[config.mk]
export PLATFORM = sky130hd
export DESIGN_NAME = regfile_wb_arbiter
export DESIGN_NICKNAME = d
export VERILOG_FILES = /design/src/rtl/regfile_ctrl_pkg.sv /design/src/rtl/regfile_scoreboard.sv /design/src/rtl/regfile_wb_arbiter.sv
export SDC_FILE = /design/constraint.sdc
export NUM_CORES = 1
export LEC_CHECK = 0
export ABC_AREA = 1
export CORE_MARGIN = 2
export CORE_UTILIZATION = 47
export DETAILED_ROUTE_END_ITERATION = 8
export GPL_TIMING_DRIVEN = 0
export PLACE_DENSITY = 0.79
export SLEW_MARGIN = 0
export SYNTH_ARGS = -nofsm -noshare
export SYNTH_HDL_FRONTEND = slang
export SYNTH_SLANG_ARGS = --single-unit
[constraint.sdc]
create_clock -name clk -period 2.1 [get_ports clk]
set_input_delay 0.42 -clock clk [delete_from_list [all_inputs] [get_ports clk]]
set_output_delay 0.42 -clock clk [all_outputs]
set_load 0.02 [all_outputs]
[src/rtl/regfile_ctrl_pkg.sv]
// Shared types for the register-file write-port arbiter.
// Default widths and the arbitration FSM state encoding.
package regfile_ctrl_pkg;

    localparam int DEF_ADDR_W = 5;
    localparam int DEF_DATA_W = 32;

    typedef enum logic [1:0] {
        IDLE  = 2'd0,
        WAIT  = 2'd1,
        FORCE = 2'd2
    } arb_state_e;

endpackage

[src/rtl/regfile_scoreboard.sv]
// Pending mult/div destination tracker with set-over-clear priority.
// Register 0 is never busy.
module regfile_scoreboard
    import regfile_ctrl_pkg::*;
#(
    parameter int ADDR_W = DEF_ADDR_W
) (
    input  logic              clk,
    input  logic              rst_n,
    input  logic              set_en,
    input  logic [ADDR_W-1:0] set_reg,
    input  logic              clr_en,
    input  logic [ADDR_W-1:0] clr_reg,
    input  logic [ADDR_W-1:0] rs_query,
    input  logic [ADDR_W-1:0] rt_query,
    output logic              rs_hit,
    output logic              rt_hit
);

    localparam int NREG = 1 << ADDR_W;

    logic [NREG-1:0] busy_q;
    logic [NREG-1:0] set_vec;
    logic [NREG-1:0] clr_vec;

    always_comb begin
        set_vec = '0;
        clr_vec = '0;
        if (set_en) set_vec[set_reg] = 1'b1;
        if (clr_en) clr_vec[clr_reg] = 1'b1;
        set_vec[0] = 1'b0;
        clr_vec[0] = 1'b0;
    end

    // A set in the same cycle as a clear keeps the bit busy.
    always_ff @(posedge clk) begin
        if (!rst_n) begin
            busy_q <= '0;
        end else begin
            busy_q <= set_vec | (busy_q & ~clr_vec);
        end
    end

    assign rs_hit = busy_q[rs_query];
    assign rt_hit = busy_q[rt_query];

endmodule

[src/rtl/regfile_wb_arbiter.sv]
// Shares the register-file write port between WB and mult/div,
// with a starvation guard that freezes the pipe for one md commit.
module regfile_wb_arbiter
    import regfile_ctrl_pkg::*;
#(
    parameter int ADDR_W       = DEF_ADDR_W,
    parameter int DATA_W       = DEF_DATA_W,
    parameter int STARVE_LIMIT = 4
) (
    input  logic              clk,
    input  logic              rst_n,
    input  logic              wb_we,
    input  logic [ADDR_W-1:0] wb_reg,
    input  logic [DATA_W-1:0] wb_data,
    input  logic              md_valid,
    input  logic [ADDR_W-1:0] md_reg,
    input  logic [DATA_W-1:0] md_data,
    output logic              md_ready,
    input  logic              md_issue,
    input  logic [ADDR_W-1:0] md_issue_reg,
    input  logic [ADDR_W-1:0] rs_query,
    input  logic [ADDR_W-1:0] rt_query,
    output logic              rs_busy,
    output logic              rt_busy,
    output logic              pipe_stall,
    output logic              RegWrite,
    output logic [ADDR_W-1:0] Writeregister,
    output logic [DATA_W-1:0] Writedata
);

    localparam int CNT_W = $clog2(STARVE_LIMIT + 1);
    localparam logic [CNT_W-1:0] LIMIT_M1 = CNT_W'(STARVE_LIMIT - 1);

    arb_state_e       state;
    logic [CNT_W-1:0] wait_cnt;

    logic wb_req;
    logic md_req;
    logic wb_win;
    logic md_win;
    logic md_hs;
    logic src_md_q;
    logic sb_rs;
    logic sb_rt;

    assign wb_req = wb_we && (wb_reg != '0);
    assign md_req = md_valid && (md_reg != '0);

    always_comb begin
        md_ready = 1'b0;
        wb_win   = 1'b0;
        md_win   = 1'b0;
        if (state == FORCE) begin
            md_ready = md_valid;
            md_win   = md_req;
        end else begin
            md_ready = md_valid && (!wb_req || (md_reg == '0));
            wb_win   = wb_req;
            md_win   = md_req && !wb_req;
        end
    end

    assign md_hs      = md_valid && md_ready;
    assign pipe_stall = (state == FORCE);

    always_ff @(posedge clk) begin
        if (!rst_n) begin
            state    <= IDLE;
            wait_cnt <= '0;
        end else begin
            unique case (state)
                IDLE: begin
                    if (md_valid && !md_ready) begin
                        state    <= WAIT;
                        wait_cnt <= CNT_W'(1);
                    end
                end
                WAIT: begin
                    if (md_hs || !md_valid) begin
                        state    <= IDLE;
                        wait_cnt <= '0;
                    end else if (wait_cnt >= LIMIT_M1) begin
                        state <= FORCE;
                    end else begin
                        wait_cnt <= wait_cnt + CNT_W'(1);
                    end
                end
                FORCE: begin
                    state    <= IDLE;
                    wait_cnt <= '0;
                end
                default: begin
                    state    <= IDLE;
                    wait_cnt <= '0;
                end
            endcase
        end
    end

    // Index and data hold their last values when the port is idle.
    always_ff @(posedge clk) begin
        if (!rst_n) begin
            RegWrite      <= 1'b0;
            Writeregister <= '0;
            Writedata     <= '0;
            src_md_q      <= 1'b0;
        end else begin
            RegWrite <= wb_win || md_win;
            src_md_q <= md_win;
            if (md_win) begin
                Writeregister <= md_reg;
                Writedata     <= md_data;
            end else if (wb_win) begin
                Writeregister <= wb_reg;
                Writedata     <= wb_data;
            end
        end
    end

    regfile_scoreboard #(
        .ADDR_W (ADDR_W)
    ) u_sb (
        .clk      (clk),
        .rst_n    (rst_n),
        .set_en   (md_issue),
        .set_reg  (md_issue_reg),
        .clr_en   (md_hs),
        .clr_reg  (md_reg),
        .rs_query (rs_query),
        .rt_query (rt_query),
        .rs_hit   (sb_rs),
        .rt_hit   (sb_rt)
    );

    // Cover the cycle after the clear, before the file holds the value.
    assign rs_busy = sb_rs || (RegWrite && src_md_q &&
                     (Writeregister == rs_query) && (rs_query != '0));
    assign rt_busy = sb_rt || (RegWrite && src_md_q &&
                     (Writeregister == rt_query) && (rt_query != '0));

endmodule

==> results.cfg, run 1 <==
[outcome]
status = finished clean

[critical_path]
crit_arrival_ps = 1600
r2r_start = state[1]$_SDFFE_PN0P_
endpoint_kind = output pin
crit_chain = clkdlybuf4s50_1, inv_1, a221oi_2, nand3_1, nand3_1, buf_4
cp-endpoint = rt_busy
reg2reg_depth = 11
crit_path_frequent_cell = nand3_1
slowest_stage = clkdlybuf4s50_1
critPathKind = in -> out
startpoint = rt_query[4]
slowest_delay_ps = 510
cp.required_ps = 1680
cp-start-kind = input pin
r2r-end = Writedata[25]$_SDFFE_PN0P_
r2r_setup_slack_ps = 430
crit_fanout = 3

[clocking]
tritoncts = built
cts-root-buf = clkbuf_8
clk_pin_slew_worst_paths_ps = 90
cts_inserted_buffers = 9
htreeDepth = 3
clk_latency_ps = 360
cts.path.max_buffers = 2
cts_num_sinks = 75

[timing]
fin_crit_ps = 2020
clock.fmax_mhz = 496
finalCritPeriodShare_pct = 96.0
slew_headroom_pct = 28.5
fin_ws_ps = 83.5
hold_slack_ps = 456
slew_viol_final = 0
tightest_slew_ps = 1060
finalHoldViolations = 0
clock_skew_ps = 12.4
setup_violations = 0
grt_setup_unrepaired = yes

[power]
p_leak_nw = 2.26
netSwitchingFraction_pct = 29.3
p_sw_mw = 1.06
seqPwrFrac_pct = 42.6
p_per_area_nw_per_um2 = 610
p_comb_share_pct = 23.2
vdd.ir_drop.worst_mv = 0.368
power_mw = 3.61
clkPwrFrac_pct = 34.2
p_int_mw = 2.55

[synth]
synth_warnings = 0
synth_area_um2 = 4190
synth-xor-area-share_pct = 1.05
ys_ff_latch = 75
synth_mux_area_share_pct = 0
synth-simple-area-share_pct = 30.1
synth-seq-area-share_pct = 35.9
synth-async-reset-ratio_pct = 0
synth_cells = 612
yosysUniqueCellTypes = 34
syn_area_per_cell_um2 = 6.84
synth_edf_count = 0
synth_fp_nets = 708
synth_compound_area_share_pct = 23.3
yosys.area_share.adder_pct = 0.598
synthFlopType = dfxtp_1
synth_top_family_by_area = simple AND/OR/NAND/NOR gates

[finish]
area_growth_pct = 41.6
seq_area_um2 = 1500
nNetsFinal = 854
fillers = 766
drive_above_1_share_pct = 13.0
multi_input_comb_area_um2 = 2340
antennaDiodeCount = 0

[global_routing]
grt_pass1_vias = 4601
grt_overflow = 0
antenna_found_initial = 0
grt_max_degree = 15
grt_usage_pct = 28.5
grt_pass1_wl_um = 22300

[die]
rows = 34
dieWidth_um = 98.4
ioPinCount = 136
die_h_um = 98.4
start_util_pct = 48.2
dieArea_um2 = 9680
core-area_um2 = 8680

[routing]
ant_nets = 0
drt_iter0_markers = 419
via_per_inst = 5.48
wirelength_um = 13800
num_vias = 4774
wire_per_inst_um = 15.9
dr.pass1.iters = 5
drc = 0

[min_path]
hp-class = reg -> reg

[placement]
port_buffers = 133
post-place-ws_ps = -941
dpl.hpwl_um = 10600
place.gp.congestion = 0.933

[job]
cap_violations = 0
power groups by stage:
| stage | clock, mW | combinational, mW | sequential (mW) |
|---|---|---|---|
| floorplan | 0 | 0.351 | 1.63 |
| global placement | 0 | 0.812 | 1.57 |
| detailed placement | 0 | 0.824 | 1.57 |
| CTS | 1.25 | 0.829 | 1.54 |
| global route | 1.31 | 0.909 | 1.55 |
| finish | 1.23 | 0.838 | 1.54 |
sequential cells by signal (all words and copies together), names as in the netlist:
register       count
Writedata         32
u_sb.busy_q       31
Writeregister      5
wait_cnt           3
state              2
RegWrite           1
src_md_q           1
kinds of logic after synthesis:
| logic type | Yosys count |
|---|---|
| AOI/OAI and AO/OA | 161 |
| xor gates and xnor gates | 5 |
| adders and majority gates | 2 |
| buffers and inverters | 80 |
| DFF | 75 |
| and+or+nand+nor | 289 |
area by class of cell:
class	count	share of cell area, %
inverters	53	3.44
well taps	108	2.28
plain buffers	25	3.19
clock inverters	6	1.52
repair buffers	137	22.6
multi-input cells	457	39.5
flip-flops and latches	75	25.4
clock buffers	10	2.15
metal layers:
| metal | vias to the layer above | share of wire (%) | global-route usage [%] |
|---|---|---|---|
| li1 | 2352 | - | - |
| met1 | 2191 | 42 | 37.7 |
| met2 | 210 | 48 | 47.5 |
| met3 | 21 | 7.8 | 5.08 |
| met4 | 0 | 1.6 | 8.43 |
| met5 | - | 0 | 0 |
critical path, delay by kind of cell:
kind	cells	cell delay, ps
buffers and inverters	3	720
and+or+nand+nor	2	190
AOI/OAI and AO/OA	1	260
timing repair:
action,4_1_cts,5_1_grt
pin swaps,6,3
setup endpoints to repair,3,13
buffers inserted,3,1
hold buffers,0,0
gates resized for setup,38,20
how the worst min path moves through the flow:
stage,from,end,slack (ps),cells after the start
final,u_sb.busy_q[17]$_SDFF_PN0_,u_sb.busy_q[17]$_SDFF_PN0_,460,2
after global routing,u_sb.busy_q[17]$_SDFF_PN0_,u_sb.busy_q[17]$_SDFF_PN0_,480,2
after CTS,u_sb.busy_q[17]$_SDFF_PN0_,u_sb.busy_q[17]$_SDFF_PN0_,470,2
after detailed placement,u_sb.busy_q[17]$_SDFF_PN0_,u_sb.busy_q[17]$_SDFF_PN0_,460,2
after global placement,u_sb.busy_q[15]$_SDFF_PN0_,u_sb.busy_q[15]$_SDFF_PN0_,450,2
after floorplan,u_sb.busy_q[11]$_SDFF_PN0_,u_sb.busy_q[11]$_SDFF_PN0_,440,2
layout by cell type (no fill, tap or decap), drive strengths merged:
cell type / instances
nand2: 202
clkdlybuf4s50: 118
dfxtp: 75
o21ai: 58
a21oi: 56
inv: 53
nand3: 35
a31oi: 32
nor2: 25
clkbuf: 22
buf: 22
nor3: 18
o211ai: 13
dlygate4sd2: 8
xor2: 5
nand4: 4
nor4: 4
clkinv: 3
ha: 2
bufinv: 2
dlymetal6s2s: 2
nor3b: 1
a221oi: 1
o22ai: 1
clkinvlp: 1
cell usage after synthesis, types with 7 or more instances:
library cell | count | share of area (%)
nand2_1 | 197 | 18
o21ai_0 | 35 | 4.2
nor2_1 | 19 | 1.7
a31oi_1 | 32 | 4.8
clkbuf_1 | 12 | 1.1
o21ai_2 | 20 | 4.2
a21oi_1 | 52 | 6.2
dfxtp_1 | 75 | 36
nand3_1 | 33 | 3.9
inv_1 | 46 | 4.1
buf_6 | 7 | 1.9
o211ai_1 | 13 | 2.3
nor3_1 | 17 | 2.0
metrics by stage:
step	cell area [um^2]	std cells	TNS [ps]	utilization, %
after floorplan	4190	612	0	-
after global placement	5650	853	-8110	65.1
after detailed placement	5650	853	-10770	65.1
after CTS	5900	871	0	67.9
after global routing	5930	871	-60.7	68.3
final	5930	871	0	68.3
Power figures use the tool's default switching activity.
==> inputs of run 2 (changes only) <==
--- a/config.mk
+++ b/config.mk
@@ -6,11 +6,13 @@
 export NUM_CORES = 1
 export LEC_CHECK = 0
 export ABC_AREA = 1
+export CAP_MARGIN = 15
 export CORE_MARGIN = 2
-export CORE_UTILIZATION = 47
+export CORE_UTILIZATION = 62
 export DETAILED_ROUTE_END_ITERATION = 8
+export DONT_BUFFER_PORTS = 1
 export GPL_TIMING_DRIVEN = 0
-export PLACE_DENSITY = 0.79
+export PLACE_DENSITY = 0.76
 export SLEW_MARGIN = 0
 export SYNTH_ARGS = -nofsm -noshare
 export SYNTH_HDL_FRONTEND = slang
==> results.cfg, run 2 (synthesis gave the netlist of run 1 again) <==
[timing]
finalHoldViolations = 0
tightest_slew_ps = 1170
fin_ws_ps = 122
setup_violations = 0
clock_skew_ps = 9.84
tns_ps = 0
slew_headroom_pct = 21.2
fin_crit_ps = 1980
grt_setup_unrepaired = no
slew_viol_final = 0
clock.fmax_mhz = 506
finalCritPeriodShare_pct = 94.2

[routing]
via_per_inst = 6.07
wire_per_inst_um = 16.9
drt_iter0_markers = 300
num_vias = 4294
dr.pass1.iters = 5
wirelength_um = 11900
drc = 0
ant_nets = 0

[min_path]
hp-class = in -> reg

[placement]
port_buffers = 0
post_dp_cell_area_um2 = 4280
post-place-ws_ps = 25.1
place.gp.congestion = 0.902
dpl.hpwl_um = 9070

[die]
die_h_um = 86.2
core-area_um2 = 6420
rows = 29
dieWidth_um = 86.2
ioPinCount = 136
dieArea_um2 = 7420
start_util_pct = 65.2

[critical_path]
critPathBufInv = 2
crit_arrival_ps = 1560
path_delay_family = simple AND/OR/NAND/NOR gates
crit_path_frequent_cell = nand3_1
slowest_delay_ps = 230
crit_fanout = 10
endpoint_kind = output pin
critPathKind = in -> out
cp-start-kind = input pin
crit_chain = buf_2, clkbuf_4, a21oi_1, o21ai_0, nand3_1, nand3_1, nand2_1, nand2_1, nand3_1
cp.required_ps = 1680
slowest_stage = clkbuf_4

[finish]
final_cell_mix = nand2_1 (197), dfxtp_1 (69), a21oi_1 (52)
final_common_cell = nand2_1
area_growth_pct = 8.43
largest_reg_flops = 32
nNetsFinal = 721
seq_area_um2 = 1510
design_area_um2 = 4540
multi_input_comb_area_um2 = 2310
registers.top_by_ff_count = Writedata
reg_top3 = Writedata: 32 flops, u_sb.busy_q: 31 flops, Writeregister: 5 flops
fillers = 553
final_util_pct = 70.7
drive_above_1_share_pct = 13.8
antennaDiodeCount = 0

[clocking]
cts-root-buf = clkbuf_8
tritoncts = built
htreeDepth = 3
cts_num_sinks = 75
clk_latency_ps = 360
postCtsHoldBufs = 0
cts.path.max_buffers = 2
clk_pin_slew_worst_paths_ps = 80
cts_inserted_buffers = 9

[power]
p_per_area_nw_per_um2 = 732
p_leak_nw = 1.71
vdd.ir_drop.worst_mv = 0.539
power_mw = 3.32

[global_routing]
grt_overflow = 0
grt_pass1_wl_um = 18700
antenna_found_initial = 0
grt_usage_pct = 31.7
grt_pass1_vias = 3916
grt_max_degree = 15

[job]
cap_violations = 0

[outcome]
status = finished clean
-- run 2: changes by cell type in the layout (fill, tap and decap cells not counted), sizes merged --
cell / previous run / this run
clkdlybuf4s50: 118 / 0
dlygate4sd2: 8 / 0
clkinv: 3 / 4
dlymetal6s2s: 2 / 0
inv: 53 / 54
buf: 22 / 17
clkbuf: 22 / 21
clkinvlp: 1 / 0
-- run 2: path summary, 6_finish.rpt --
check	from	slack [ps]	cells after the start	end
max	rs_query[0]	120	9	rs_busy
min	rst_n	160	2	RegWrite$_SDFF_PN0_
max reg2reg	state[1]$_SDFFE_PN0P_	390	11	Writedata[18]$_SDFFE_PN0P_
min reg2reg	u_sb.busy_q[17]$_SDFF_PN0_	460	2	u_sb.busy_q[17]$_SDFF_PN0_
-- run 2: cell type report --
cell class	instances	area share (%)
clock inverter	7	2.21
buffer	27	4.00
clock buffer	9	2.73
timing repair buffer	2	0.331
inverter	53	4.49
tap	77	2.12
sequential	75	33.3
multi-input combinational	457	50.9
-- run 2: layer usage --
layer  GRT usage [%]  wire length, um  vias up
met2            49.8             5500      245
li1                -                -     2085
met4            10.2              211        0
met3            8.66             1450       27
met1            42.3             4790     1937
met5               0                0        -
-- run 2: power by group --
part	total (mW)	switching (mW)	internal [mW]
Clock	1.26	0.580	0.677
Sequential	1.62	0.124	1.49
Combinational	0.448	0.289	0.158
Total	3.32	0.993	2.33
-- run 2: timing repair --
action	in CTS	in global routing
gates resized for setup	1	13
pin swaps	1	2
hold endpoints to repair	0	0
buffers inserted	1	1
gates cloned	0	0
setup endpoints to repair	1	3
-- run 2: through the flow --
step,hold slack [ps],std cells
4_1_cts,159,706
5_1_grt,187,707
3_5_place_dp,454,689
6_report,159,707
2_1_floorplan,439,612
3_3_place_gp,449,689
==> inputs of run 3 (changes only) <==
--- a/config.mk
+++ b/config.mk
@@ -7,6 +7,7 @@
 export LEC_CHECK = 0
 export ABC_AREA = 1
 export CAP_MARGIN = 15
+export CORE_ASPECT_RATIO = 0.75
 export CORE_MARGIN = 2
 export CORE_UTILIZATION = 62
 export DETAILED_ROUTE_END_ITERATION = 8
==> results.cfg, run 3 (synthesis gave the netlist of run 1 again) <==
[clocking]
clk_pin_slew_worst_paths_ps = 80
cts-root-buf = clkbuf_8
cts_inserted_buffers = 9
clk_latency_ps = 360
cts_num_sinks = 75
tritoncts = built
postCtsHoldBufs = 0
htreeDepth = 3
cts.path.max_buffers = 2

[die]
core-area_um2 = 6410
ioPinCount = 136
dieArea_um2 = 7430
rows = 25
dieWidth_um = 98.9
start_util_pct = 65.3
die_h_um = 75.2

[finish]
nNetsFinal = 718
final_common_cell = nand2_1
drive_above_1_share_pct = 13.9
final_cell_mix = nand2_1 (197), dfxtp_1 (69), a21oi_1 (52)
reg_top3 = Writedata: 32 flops, u_sb.busy_q: 31 flops, Writeregister: 5 flops
largest_reg_flops = 32
final_util_pct = 70.6
area_growth_pct = 8.13
antennaDiodeCount = 0
registers.top_by_ff_count = Writedata

[power]
p_per_area_nw_per_um2 = 699
p_leak_nw = 1.69
vdd.ir_drop.worst_mv = 0.485

[routing]
route.met3.wl_um = 1430
met1Wirelength_um = 5180
dr.pass1.iters = 5
ant_nets = 0
drc = 0
wire_per_inst_um = 17.3
via_per_inst = 6.12
wirelength_um = 12300
highest_layer = met4
dr_wl_met2_um = 5520
num_vias = 4324
drt_iter0_markers = 339

[critical_path]
path_delay_family = simple AND/OR/NAND/NOR gates
crit_fanout = 14
cp.required_ps = 1680
r2r-end = wait_cnt[0]$_SDFFE_PN0P_
slowest_stage = dfxtp_2
crit_chain = inv_2, nor2_4, nor2_4, nand2_4, nor2_4, inv_2, nand2_8, clkinvlp_4
endpoint_kind = output pin
cp-start-kind = register
critPathKind = reg -> out
reg2reg_depth = 11
crit_arrival_ps = 1590
r2r_setup_slack_ps = 450
critPathBufInv = 3
r2r_start = state[1]$_SDFFE_PN0P_
slowest_delay_ps = 360
crit_path_frequent_cell = nor2_4

[global_routing]
grt_pass1_wl_um = 19100
grt_pass1_vias = 3830
grt_max_degree = 20
grt_usage_pct = 32.7
grt_overflow = 0
antenna_found_initial = 0

[timing]
finalHoldViolations = 0
fin_ws_ps = 88.7
slew_viol_final = 0
clock.fmax_mhz = 497
slew_headroom_pct = 30.4
clock_skew_ps = 12.2
tightest_slew_ps = 1040
setup_violations = 0
finalCritPeriodShare_pct = 95.8
fin_crit_ps = 2010
grt_setup_unrepaired = no

[outcome]
status = finished clean

[placement]
place.gp.congestion = 0.976
dpl.hpwl_um = 9650
post-place-ws_ps = -15.6
port_buffers = 0

[min_path]
min_to = RegWrite$_SDFF_PN0_
hold_start = rst_n
hold_depth = 2
hp-class = in -> reg

[job]
cap_violations = 0
[run 3: metrics by stage]
stage          setup TNS (ps)  power, mW  hold slack (ps)  std cells  cell area, um^2
5_1_grt                     0       3.30              166        707             4530
3_5_place_dp            -15.6       2.09              457        693             4290
4_1_cts                     0       3.15              157        707             4480
3_3_place_gp            -25.3       2.07              449        693             4290
6_report                    0       3.16              164        707             4530
2_1_floorplan               0       1.98              439        612             4190
[run 3: where the power goes]
part | leakage, nW | internal (mW) | switching, mW
Sequential | 0.617 | 1.49 | 0.125
Clock | 0.0955 | 0.544 | 0.541
Combinational | 0.975 | 0.161 | 0.302
[run 3: cell type report]
type	instances	area, um^2
Sequential cell	75	1510
Tap cell	81	101
Clock inverter	6	65.1
Multi-Input combinational cell	457	2340
Fill cell	541	1890
Timing Repair Buffer	1	7.51
Buffer	25	169
Inverter	53	208
Clock buffer	9	124
[run 3: worst reg2reg max path: cells and delay by family, from the launching register on]
family,cells,cell delay (ps)
buffers and inverters,2,230
flip-flops,1,340
AND/OR/NAND/NOR,9,960
[run 3: worst max path at each step]
stage | from | slack [ps] | endpoint | depth (start not counted)
after detailed placement | rt_query[0] | -20 | rt_busy | 8
after global routing | state[1]$_SDFFE_PN0P_ | 20 | md_ready | 8
final | state[1]$_SDFFE_PN0P_ | 90 | md_ready | 8
after global placement | rt_query[0] | -30 | rt_busy | 8
after CTS | state[1]$_SDFFE_PN0P_ | 7 | md_ready | 8
after floorplan | rt_query[0] | 240 | rt_busy | 6
[run 3: per-layer routing]
layer  up-vias  global-route usage (%)
li1       2078                       -
met1      2001                    43.3
met2       231                    51.7
met3        14                    11.7
met4         0                    8.22
met5         -                       0
[run 3: timing repair]
| item | CTS | global route |
|---|---|---|
| endpoints found under the setup margin | 2 | 3 |
| pin swaps | 2 | 1 |
| setup buffers | 1 | 0 |
| endpoints found under the hold margin | 0 | 0 |
| cloned | 0 | 0 |
| gates resized for setup | 3 | 19 |
